### src/rtl/wb_gpio_slave.sv
// Wishbone B4 classic slave for LEDs, switches and buttons with a sticky button-edge interrupt.
// One-cycle registered ack, at most one access per two clocks; there is no wait-state backpressure.
module wb_gpio_slave #(
    parameter int LED_WIDTH = 4,
    parameter int SW_WIDTH  = 4,
    parameter int BTN_WIDTH = 4
) (
    input  logic                 clock,
    input  logic                 reset,
    input  logic [31:0]          wb_adr_i,
    input  logic [31:0]          wb_dat_i,
    input  logic [3:0]           wb_sel_i,
    input  logic                 wb_we_i,
    input  logic                 wb_cyc_i,
    input  logic                 wb_stb_i,
    output logic [31:0]          wb_dat_o,
    output logic                 wb_ack_o,
    output logic [LED_WIDTH-1:0] led_o,
    input  logic [SW_WIDTH-1:0]  sw_i,
    input  logic [BTN_WIDTH-1:0] btn_i,
    output logic                 irq_o
);

    localparam logic [1:0] REG_LED    = 2'd0;
    localparam logic [1:0] REG_IN     = 2'd1;
    localparam logic [1:0] REG_EDGE   = 2'd2;
    localparam logic [1:0] REG_IRQ_EN = 2'd3;

    logic [SW_WIDTH-1:0]  sw_meta;
    logic [SW_WIDTH-1:0]  sw_sync;
    logic [BTN_WIDTH-1:0] btn_meta;
    logic [BTN_WIDTH-1:0] btn_sync;
    logic [BTN_WIDTH-1:0] btn_prev;
    logic [BTN_WIDTH-1:0] edge_q;
    logic [BTN_WIDTH-1:0] edge_nxt;
    logic [BTN_WIDTH-1:0] irq_en;
    logic [31:0]          rd_dat;
    logic [1:0]           reg_sel;
    logic                 acc;
    logic                 wr;
    logic                 unused_bits;

    assign reg_sel = wb_adr_i[3:2];
    // Suppressing acc while ack is high makes each access exactly one ack wide.
    assign acc     = wb_cyc_i & wb_stb_i & ~wb_ack_o;
    assign wr      = acc & wb_we_i & wb_sel_i[0];

    assign unused_bits = ^{wb_adr_i, wb_sel_i, wb_dat_i};

    always_comb begin
        rd_dat = '0;
        case (reg_sel)
            REG_LED: rd_dat[LED_WIDTH-1:0] = led_o;
            REG_IN: begin
                rd_dat[SW_WIDTH-1:0]                  = sw_sync;
                rd_dat[SW_WIDTH+BTN_WIDTH-1:SW_WIDTH] = btn_sync;
            end
            REG_EDGE: rd_dat[BTN_WIDTH-1:0] = edge_q;
            default:  rd_dat[BTN_WIDTH-1:0] = irq_en;
        endcase
    end

    // Clear is applied before set so a coincident new edge is never lost.
    always_comb begin
        edge_nxt = edge_q;
        if (wr && reg_sel == REG_EDGE)
            edge_nxt = edge_nxt & ~wb_dat_i[BTN_WIDTH-1:0];
        edge_nxt = edge_nxt | (btn_sync & ~btn_prev);
    end

    always_ff @(posedge clock or posedge reset) begin
        if (reset) begin
            sw_meta  <= '0;
            sw_sync  <= '0;
            btn_meta <= '0;
            btn_sync <= '0;
            btn_prev <= '0;
            edge_q   <= '0;
            irq_en   <= '0;
            led_o    <= '0;
            wb_ack_o <= 1'b0;
            wb_dat_o <= '0;
            irq_o    <= 1'b0;
        end else begin
            sw_meta  <= sw_i;
            sw_sync  <= sw_meta;
            btn_meta <= btn_i;
            btn_sync <= btn_meta;
            btn_prev <= btn_sync;
            edge_q   <= edge_nxt;
            irq_o    <= |(edge_q & irq_en);
            wb_ack_o <= acc;
            if (acc)
                wb_dat_o <= rd_dat;
            if (wr && reg_sel == REG_LED)
                led_o <= wb_dat_i[LED_WIDTH-1:0];
            if (wr && reg_sel == REG_IRQ_EN)
                irq_en <= wb_dat_i[BTN_WIDTH-1:0];
        end
    end

endmodule

### config.mk
export PLATFORM = sky130hd
export DESIGN_NAME = wb_gpio_slave
export DESIGN_NICKNAME = d
export VERILOG_FILES = /design/src/rtl/wb_gpio_slave.sv
export SDC_FILE = /design/constraint.sdc
export NUM_CORES = 1
export LEC_CHECK = 0
export ABC_AREA = 1
export CORE_ASPECT_RATIO = 0.8
export CORE_MARGIN = 8
export CORE_UTILIZATION = 33
export CTS_BUF_LIST = sky130_fd_sc_hd__clkbuf_4
export CTS_CLUSTER_DIAMETER = 60
export DETAILED_ROUTE_END_ITERATION = 8
export PLACE_DENSITY_LB_ADDON = 0.12
export SLEW_MARGIN = 20
export SYNTH_ARGS = -nofsm -noshare
export SYNTH_HDL_FRONTEND = slang
export SYNTH_SLANG_ARGS = --single-unit
export TNS_END_PERCENT = 50
### constraint.sdc
create_clock -name clock -period 1.1 [get_ports clock]
set_input_delay 0.22 -clock clock [delete_from_list [all_inputs] [get_ports clock]]
set_output_delay 0.22 -clock clock [all_outputs]
set_load 0.005 [all_outputs]
==> impl_metrics.toml <==
[clock_network]
cts-hold-fix-buffers = 0
clkSinkCount = 42
htreeDepth = 2
cts_root_buf = "clkbuf_4"
tritoncts = "yes"
clock_latency_ps = 350
clk_path_buf_depth = 2
numCtsBuffers = 5
clk_pin_slew_ps = 120

[yosys]
syn-mean-instance-area_um2 = 9.47
ys_warn_count = 0
yosys-top-cells-area = "dfrtp_1 59%, nand2_1 15%, buf_4 10%"
async_reset_ff_frac = 1.00
synth_largest_area_cell = "dfrtp_1"
synth.most_common_cell = "nand2_1"
synthTopCellsByCount = "71 x nand2_1, 42 x dfrtp_1, 24 x buf_4"
synthFlopType = "dfrtp_1"
synth_edf_count = 0
ys_types = 14
ys_seq_elements = 42
synthCells = 187
synth_top_area_share = 0.593
netlist_area_um2 = 1770
synth_seq_area_share = 0.593

[grt]
grt_max_degree = 43
antenna_found_initial = 0
grt_pass1_wl_um = 6130
grt_overflow = 0
grt_usage = 0.0992
grt_pass1_vias = 1257

[route]
viasPerCell = 4.02
drt_iter0_markers = 61
drtPass1Iterations = 4
drc = 0
vias = 1243
drt-total-wl_um = 3760
avgRoutedWirePerCell_um = 12.2
drtAntennaViolNets = 0

[critical_path]
worst_ep_arrival_time_ps = 1540
slowest_stage = "dfrtp_1"
cp_top_family = "simple AND/OR/NAND/NOR gates"
worstPathCellList = "buf_6, buf_6, nor2_4, nand2_4, nor2_4, nand2_1, nand2_1"
crit_fanout = 6
end_kind = "register"
critPathMaxStageDelay_ps = 410
critPathKind = "register to register"
required_ps = 1390
start_kind = "register"
path_buf_inv = 2

[sta]
setup_violations = 21
finalHoldViolCount = 0
fmax_ghz = 0.802
finalCriticalPeriod_ps = 1250
post-route-period-util = 1.13
worst_clock_skew_ps = 9.68
drv_slew = 0
setup_ws_ps = -146
rsz0062_at_grt = "yes"

[power]
intPower_mw = 2.47
p_leak_nw = 1.19
p_sw_frac = 0.253
p_switching_mw = 0.837
p_clk_frac = 0.301
power_frac_seq = 0.531
peakVddDrop_v = 0.000702
pwr-share-comb = 0.168
power.density_nw_per_um2 = 1440

[finish]
fin_area_um2 = 2300
regArea_um2 = 1050
syn_to_final_growth_pct = 29.7
fillers = 524
n_antenna_cell = 0
multiInputGateArea_um2 = 598
fin_nets = 324
drive_gt1_frac = 0.246
finish.utilization = 0.432

[placement]
dpl.hpwl_um = 2780
dpl_cell_area_um2 = 2190
numPortBuffers = 33
place_ws_ps = -405
globalplace.congestion = 0.798

[min_path]
hold_class = "primary input to async pin"

[floorplan]
ios = 119
dieArea_um2 = 7980
die_w_um = 97.9
std_cell_rows = 24
die_y_um = 81.5
start_util = 0.333
core_area_um2 = 5320

[flow_run]
max_cap_violations = 0

[run_status]
violations = "setup timing"
status = "finished with violations"
[layout make-up]
type,count,area share
Tap cell,65,0.0354
Timing Repair Buffer,52,0.191
Clock inverter,2,0.0163
Inverter,11,0.0196
Clock buffer,6,0.0196
Sequential cell,42,0.458
Multi-Input combinational cell,131,0.260
[worst paths after layout]
kind	startpoint	endpoint	slack, ps	cells after the start
min in group clock	btn_i[1]	btn_meta[1]	290	1
worst max register to register	wb_ack_o	led_o[3]	-150	7
max in group asynchronous	reset	wb_ack_o	650	3
worst min register to register	sw_meta[0]	sw_sync[0]	360	0
worst max-delay path	wb_ack_o	led_o[3]	-150	7
worst min-delay path	reset	btn_meta[1]	250	3
[flip-flops by register name, summed over array words and instances (netlist names), 4 cells and up]
| register | count |
|---|---|
| sw_meta | 4 |
| btn_meta | 4 |
| irq_en | 4 |
| btn_sync | 4 |
| btn_prev | 4 |
| wb_dat_o | 8 |
| led_o | 4 |
| edge_q | 4 |
| sw_sync | 4 |
[worst reg2reg max path, cell delays in order (launching register included)]
cell     delay, ps
dfrtp_1        410
buf_6          130
buf_6          110
nor2_4         170
nand2_4         90
nor2_4         130
nand2_1         90
nand2_1         70
[metal layers]
layer / up-vias / global-route usage / part of all wire / wire length [um]
met4: 0 / 0.0326 / 0.0091 / 34
li1: 639 / - / - / -
met3: 4 / 0.0474 / 0.075 / 280
met1: 561 / 0.130 / 0.47 / 1760
met2: 39 / 0.141 / 0.45 / 1680
met5: - / 0 / 0 / 0
[per-stage QoR]
step	cells	TNS [ps]	power, mW	hold slack (ps)
global placement	295	-7010	2.37	332
detailed placement	295	-7040	2.37	335
finish	309	-1560	3.31	246
CTS	308	-1760	3.34	246
floorplan	210	0	2.07	212
global route	309	-3590	3.52	250
[power groups by stage]
stage	combinational, mW	sequential [mW]	clock [mW]
2_1_floorplan	0.276	1.79	0
3_3_place_gp	0.575	1.79	0
3_5_place_dp	0.577	1.79	0
4_1_cts	0.556	1.76	1.03
5_1_grt	0.629	1.78	1.11
6_report	0.556	1.76	0.996
[cells in the final DEF, fill, tap and decap left out, types with 6 or more instances in the layout]
cell type / instances
inv_1: 9
nand3_1: 10
nor2_1: 7
buf_4: 14
nand2_1: 64
buf_2: 12
conb_1: 24
dfrtp_1: 42
clkdlybuf4s50_1: 19
nand2_2: 7
clkbuf_4: 6
[repair_timing]
action                                 in CTS  in global routing
buffers inserted                            5                  1
endpoints found under the hold margin       0                  0
pin swaps                                   3                  5
setup endpoints to repair                  27                 35
resized for setup                          57                 12
[cell families after synthesis]
group / Yosys count / synth area share
DFF: 42 / 0.593
AOI/OAI and AO/OA: 4 / 0.0113
other: 1 / 0.00212
and+or+nand+nor: 103 / 0.256
buffers and inverters: 37 / 0.138
Power figures use the tool's default switching activity.
